### src/rtl/ej_sched_pkg.sv
// Shared flit-format macros and types for the ejection scheduler.
// Optional EJ_SCHED_STATS_EN adds transfer/overflow statistics counters.
`ifndef EJ_SCHED_DEFINES
`define EJ_SCHED_DEFINES
`define STEER_W 16
`define VALID_F 15
`define DEST_F 11:8
`define EJ_NCH 2
`endif

package ej_sched_pkg;
   localparam int FLIT_W = `STEER_W;

   typedef enum logic [1:0] {
      GNT_IDLE = 2'd0,
      GNT_0    = 2'd1,
      GNT_1    = 2'd2
   } gnt_state_t;
endpackage

### src/rtl/ej_fifo.sv
// Single-clock FIFO holding one ring channel's ejected flits.
// Head is read combinationally; storage is not reset, only pointers/count.
module ej_fifo
   import ej_sched_pkg::*;
#(
   parameter int DEPTH = 4,
   parameter int PTR_W = 2
) (
   input  logic              clk,
   input  logic              rst_n,
   input  logic              push,
   input  logic [FLIT_W-1:0] din,
   input  logic              pop,
   output logic [FLIT_W-1:0] dout,
   output logic [PTR_W:0]    count,
   output logic              full,
   output logic              empty
);
   logic [FLIT_W-1:0] mem [DEPTH];
   logic [PTR_W-1:0]  rd_ptr;
   logic [PTR_W-1:0]  wr_ptr;
   logic              wr_en;
   logic              rd_en;

   assign full  = (count == (PTR_W+1)'(DEPTH));
   assign empty = (count == '0);
   assign rd_en = pop & ~empty;
   // A full FIFO still accepts a write when its head leaves in the same cycle.
   assign wr_en = push & (~full | rd_en);
   assign dout  = mem[rd_ptr];

   always_ff @(posedge clk or negedge rst_n) begin
      if (!rst_n) begin
         rd_ptr <= '0;
         wr_ptr <= '0;
         count  <= '0;
      end else begin
         if (wr_en) wr_ptr <= wr_ptr + 1'b1;
         if (rd_en) rd_ptr <= rd_ptr + 1'b1;
         count <= count + (PTR_W+1)'(wr_en) - (PTR_W+1)'(rd_en);
      end
   end

   always_ff @(posedge clk) begin
      if (wr_en) mem[wr_ptr] <= din;
   end
endmodule

### src/rtl/ej_sched.sv
// Ejection scheduler: two per-channel FIFOs serialised round-robin onto one port.
// Define EJ_SCHED_STATS_EN to add stat0/stat1/stat_ovf saturating counters.
module ej_sched
   import ej_sched_pkg::*;
#(
   parameter int DEPTH = 4,
   parameter int PTR_W = 2
) (
   input  logic               clk,
   input  logic               rst_n,
   input  logic [`STEER_W-1:0] c_ej0,
   input  logic [`STEER_W-1:0] c_ej1,
   output logic               ej_en0,
   output logic               ej_en1,
   output logic [`STEER_W-1:0] out_flit,
   output logic               out_valid,
   input  logic               out_ready,
`ifdef EJ_SCHED_STATS_EN
   output logic [15:0]        stat0,
   output logic [15:0]        stat1,
   output logic [7:0]         stat_ovf,
`endif
   output logic               ovf_err
);
   logic [`EJ_NCH-1:0] push;
   logic [`EJ_NCH-1:0] pop;
   logic [`EJ_NCH-1:0] full;
   logic [`EJ_NCH-1:0] empty;
   logic [`EJ_NCH-1:0] ovf_ev;
   logic [FLIT_W-1:0]  head0;
   logic [FLIT_W-1:0]  head1;
   logic [PTR_W:0]     count0;
   logic [PTR_W:0]     count1;
   gnt_state_t         state;
   logic               rr;
   logic               gnt_vld;
   logic               gnt_ch;
   logic               xfer;

   // Enable is granted only if at most DEPTH-2 entries remain after this edge,
   // leaving one slot for a flit already launched during the enable lag.
   function automatic logic en_next(input logic [PTR_W:0] cnt, input logic acc,
                                    input logic pp);
      logic [PTR_W+1:0] cn;
      cn = {1'b0, cnt} + (PTR_W+2)'(acc) - (PTR_W+2)'(pp);
      return (cn <= (PTR_W+2)'(DEPTH - 2));
   endfunction

   assign push = {c_ej1[`VALID_F], c_ej0[`VALID_F]};

   ej_fifo #(.DEPTH(DEPTH), .PTR_W(PTR_W)) u_fifo0 (
      .clk(clk), .rst_n(rst_n), .push(push[0]), .din(c_ej0), .pop(pop[0]),
      .dout(head0), .count(count0), .full(full[0]), .empty(empty[0])
   );

   ej_fifo #(.DEPTH(DEPTH), .PTR_W(PTR_W)) u_fifo1 (
      .clk(clk), .rst_n(rst_n), .push(push[1]), .din(c_ej1), .pop(pop[1]),
      .dout(head1), .count(count1), .full(full[1]), .empty(empty[1])
   );

   // A locked state wins; otherwise arbitrate on the FIFOs as they are now.
   always_comb begin
      gnt_vld = 1'b0;
      gnt_ch  = 1'b0;
      case (state)
         GNT_0: begin gnt_vld = 1'b1; gnt_ch = 1'b0; end
         GNT_1: begin gnt_vld = 1'b1; gnt_ch = 1'b1; end
         default: begin
            if (!empty[0] && (empty[1] || !rr)) begin
               gnt_vld = 1'b1;
               gnt_ch  = 1'b0;
            end else if (!empty[1]) begin
               gnt_vld = 1'b1;
               gnt_ch  = 1'b1;
            end
         end
      endcase
   end

   assign out_valid = gnt_vld;
   assign out_flit  = gnt_vld ? (gnt_ch ? head1 : head0) : '0;
   assign xfer      = gnt_vld & out_ready;
   assign pop       = xfer ? (gnt_ch ? 2'b10 : 2'b01) : 2'b00;
   assign ovf_ev    = push & full & ~pop;

   always_ff @(posedge clk or negedge rst_n) begin
      if (!rst_n) begin
         state   <= GNT_IDLE;
         rr      <= 1'b0;
         ej_en0  <= 1'b1;
         ej_en1  <= 1'b1;
         ovf_err <= 1'b0;
      end else begin
         if (gnt_vld && !out_ready) state <= gnt_ch ? GNT_1 : GNT_0;
         else                       state <= GNT_IDLE;
         if (xfer) rr <= ~gnt_ch;
         ej_en0 <= en_next(count0, push[0] & (~full[0] | pop[0]), pop[0]);
         ej_en1 <= en_next(count1, push[1] & (~full[1] | pop[1]), pop[1]);
         if (|ovf_ev) ovf_err <= 1'b1;
      end
   end

`ifdef EJ_SCHED_STATS_EN
   function automatic logic [15:0] sat_inc16(input logic [15:0] v);
      return (v == 16'hFFFF) ? v : v + 16'd1;
   endfunction

   function automatic logic [7:0] sat_add8(input logic [7:0] v, input logic [1:0] d);
      logic [8:0] s;
      s = {1'b0, v} + {7'd0, d};
      return s[8] ? 8'hFF : s[7:0];
   endfunction

   always_ff @(posedge clk or negedge rst_n) begin
      if (!rst_n) begin
         stat0    <= '0;
         stat1    <= '0;
         stat_ovf <= '0;
      end else begin
         if (pop[0]) stat0 <= sat_inc16(stat0);
         if (pop[1]) stat1 <= sat_inc16(stat1);
         stat_ovf <= sat_add8(stat_ovf, {1'b0, ovf_ev[0]} + {1'b0, ovf_ev[1]});
      end
   end
`endif
endmodule

### config.mk
export PLATFORM = sky130hd
export DESIGN_NAME = ej_sched
export DESIGN_NICKNAME = d
export VERILOG_FILES = /design/src/rtl/ej_sched_pkg.sv /design/src/rtl/ej_fifo.sv /design/src/rtl/ej_sched.sv
export SDC_FILE = /design/constraint.sdc
export NUM_CORES = 1
export LEC_CHECK = 0
export ABC_AREA = 1
export CAP_MARGIN = 10
export CELL_PAD_IN_SITES_DETAIL_PLACEMENT = 1
export CELL_PAD_IN_SITES_GLOBAL_PLACEMENT = 1
export CORE_UTILIZATION = 46
export DETAILED_ROUTE_END_ITERATION = 6
export PLACE_DENSITY = 0.9
export RECOVER_POWER = 100
export SETUP_SLACK_MARGIN = 0.05
export SYNTH_ARGS = -nofsm -noshare
export SYNTH_HDL_FRONTEND = slang
export SYNTH_SLANG_ARGS = --single-unit
### constraint.sdc
create_clock -name clk -period 2.7 [get_ports clk]
set_input_delay 0.27 -clock clk [delete_from_list [all_inputs] [get_ports clk]]
set_output_delay 0.27 -clock clk [all_outputs]
set_load 0.05 [all_outputs]
==> summary.txt <==
Outcome
  – Outcome: finished clean

Detailed routing
  – Drt total wl: 18.3 mm
  – Vias per Instance: 5.39
  – DR WL/cell: 21.3 microns
  – DRC Markers: 0
  – ANT nets after route: 0
  – First DRT Iteration DRCs: 376
  – Via count: 4,642
  – Pre-antenna DRT Iters: 4

STA
  – Clock skew: 9.01 ps
  – Setup Viol. Count Final: 0
  – Count of final hold-check violations: 0
  – Fmax: 0.385 GHz
  – RSZ-0062 raised after global routing: true
  – Slew headroom: 17.2%
  – Crit share post-route: 96.3%
  – Min Tclk post-route: 2600 ps
  – Slew Viols, Final: 0
  – Slew @ Worst Pin: 1240 ps

Synth
  – Asr flop ratio synth: 13.5%
  – Post-Syn Instances: 596
  – Yosys Warn Count: 0
  – Cell area after synthesis: 6570 sq um
  – Area share of the largest cell type after synthesis: 58.5%
  – Avg Cell Area, Syn: 11.0 sq um
  – Synth area leader: edfxtp_1
  – Post-synth top cells: nand2_1 (151), edfxtp_1 (128), nor2_1 (73)
  – Top cells by area, synth: edfxtp_1 (58%), nand2_1 (8.6%), dfrtp_1 (6.9%)
  – Post-synthesis sequential area ratio: 66.1%
  – EDFF count, synth: 128
  – Post-synth cell types: 28
  – Syn nets: 656
  – Count leader, synth: nand2_1
  – Ys flop type: edfxtp_1
  – Flops & latches, synth: 148

Layout
  – Syn-to-layout area delta: 22.6%
  – Layout Cells excl Fill: 861
  – Fill count: 1,458
  – Share of cells above drive strength 1: 16.2%
  – Diodes inserted: 0
  – Fin nets: 728

Global route
  – Gr usage total: 26.5%
  – GRT overflow: 0
  – Largest net degree at the start of global routing: 36
  – Initial antenna violation count: 0
  – Vias in the first global route: 5,082
  – First-pass GRT wire length: 27.8 mm

Die
  – Die area: 14,800 sq um
  – Row Count: 43
  – Core area: 13,900 sq um
  – Die height: 122 microns
  – Initial core utilization: 47.2%
  – Die X: 122 microns
  – Top Ports: 55

Clock tree
  – Root buf cell: clkbuf_16
  – Clk slew on worst S/H paths: 60 ps
  – Max H-tree Level: 4
  – Insertion delay to the later sink of the worst-skew pair: 430 ps
  – TritonCTS clock tree: done
  – CTS Buf Count: 17
  – Longest Clk Path Bufs: 2
  – Clock sink count: 148

Hold path
  – Hold Path Origin: out_ready
  – Hold Crit Endpoint: state[0]
  – HP Class: input pin to flop
  – Hold Path Cell Cnt: 2

Placed design
  – Cell count after placement: 822
  – DP HPWL: 10.3 mm
  – Port Buf Inserts: 54
  – Gp weighted congestion: 0.830

Job
  – Number of max-cap violations: 0

Critical path
  – Worst flop-to-flop path endpoint: ej_en1
  – CP startpoint: u_fifo0.count[1]
  – Worst-path maximum fanout: 5
  – Setup crit start kind: flop
  – Worst Path Required: 3060 ps
  – FF-to-FF setup slack: 100 ps
  – Critical path type: flop to flop
  – Crit path DAT: 2960 ps
  – CP Capture Type: flop
  – R2R cell count: 16
  – RR Startpoint: u_fifo0.count[1]
through the flow:
step	hold slack (ps)	worst slack (ps)	TNS, ps	util [%]	cell area (sq um)
after detailed placement	478	-77.9	-144	52.4	7300
final	475	100	0	57.8	8050
after global routing	473	-19.6	-19.6	57.8	8050
after CTS	184	77.8	0	57.1	7960
after floorplan	-25.6	210	0	-	6570
after global placement	455	55.0	0	52.4	7300
state kept, by name (all words and copies together), names as in the netlist, 2 cells and up:
register	cells
state	2
u_fifo0.count	3
u_fifo0.mem	64
u_fifo0.rd_ptr	2
u_fifo0.wr_ptr	2
u_fifo1.count	3
u_fifo1.mem	64
u_fifo1.rd_ptr	2
u_fifo1.wr_ptr	2
layer usage:
metal | vias to the layer above | global-route usage [%] | share of wire [%]
met5 | - | 0 | 0
met2 | 153 | 47.4 | 54
met3 | 56 | 5.17 | 3.9
met4 | 0 | 16.0 | 4.4
met1 | 2296 | 28.8 | 38
li1 | 2137 | - | -
cells by family (layout without fill, tap and decap cells):
logic type / after synthesis / count (layout) / share of synthesized area [%]
compound gates: 46 / 46 / 3.77
fa+ha+maj: 25 / 25 / 5.22
flops: 148 / 148 / 66.1
simple gates: 299 / 299 / 19.4
xor+xnor: 5 / 5 / 0.666
buf+inv: 73 / 158 / 4.84
timing repair:
action                     in CTS  in global routing
setup endpoints to repair       2                 15
pin swaps                       9                 12
gates cloned                    0                  0
setup buffers                   4                  3
resized for setup              12                 24
hold buffers                    0                  0
worst max path at each step:
stage	cells after the start	slack [ps]	endpoint
3_5_place_dp	15	-80	ej_en1
2_1_floorplan	15	210	ej_en1
6_report	16	100	ej_en1
3_3_place_gp	13	60	ej_en0
4_1_cts	11	80	out_flit[0]
5_1_grt	15	-20	ej_en1
worst max-delay path, stage by stage (launching register included):
cell and delay [ps]:
dfrtp_2 470, nor2_4 160, nand2_1 110, nand2_1 110, nand2_2 70, nand2_4 110
nand2_4 90, inv_4 70, ha_4 200, inv_4 70, ha_4 140, inv_2 40
fa_1 510, inv_2 50, a22oi_2 100, o21ai_1 80, a21oi_1 140
area by class of cell:
cell class	instances	area [sq um]	area share, %
Inverter	48	196	2.44
Timing Repair Buffer	78	697	8.65
Multi-Input combinational cell	375	2010	25.0
Sequential cell	148	4350	54.0
Tap cell	180	225	2.80
Clock buffer	20	437	5.42
Clock inverter	12	140	1.74
cell usage in the layout (no fill, tap or decap), drive strengths merged, types with 3 or more instances in the layout:
cell type | Yosys | final
clkdlybuf4s50 | 0 | 5
dlygate4sd3 | 0 | 33
xor2 | 4 | 4
ha | 21 | 21
nor2 | 79 | 79
clkbuf | 8 | 21
nand3 | 60 | 60
inv | 47 | 46
edfxtp | 128 | 128
a21oi | 22 | 22
o21ai | 20 | 20
fa | 4 | 4
clkinv | 1 | 9
bufinv | 0 | 3
nand2 | 158 | 158
buf | 17 | 39
dfrtp | 18 | 18
Power is left out: the tool's default activity adds up to more than one toggle a clock period on the data nets, which glitch-free logic cannot reach.
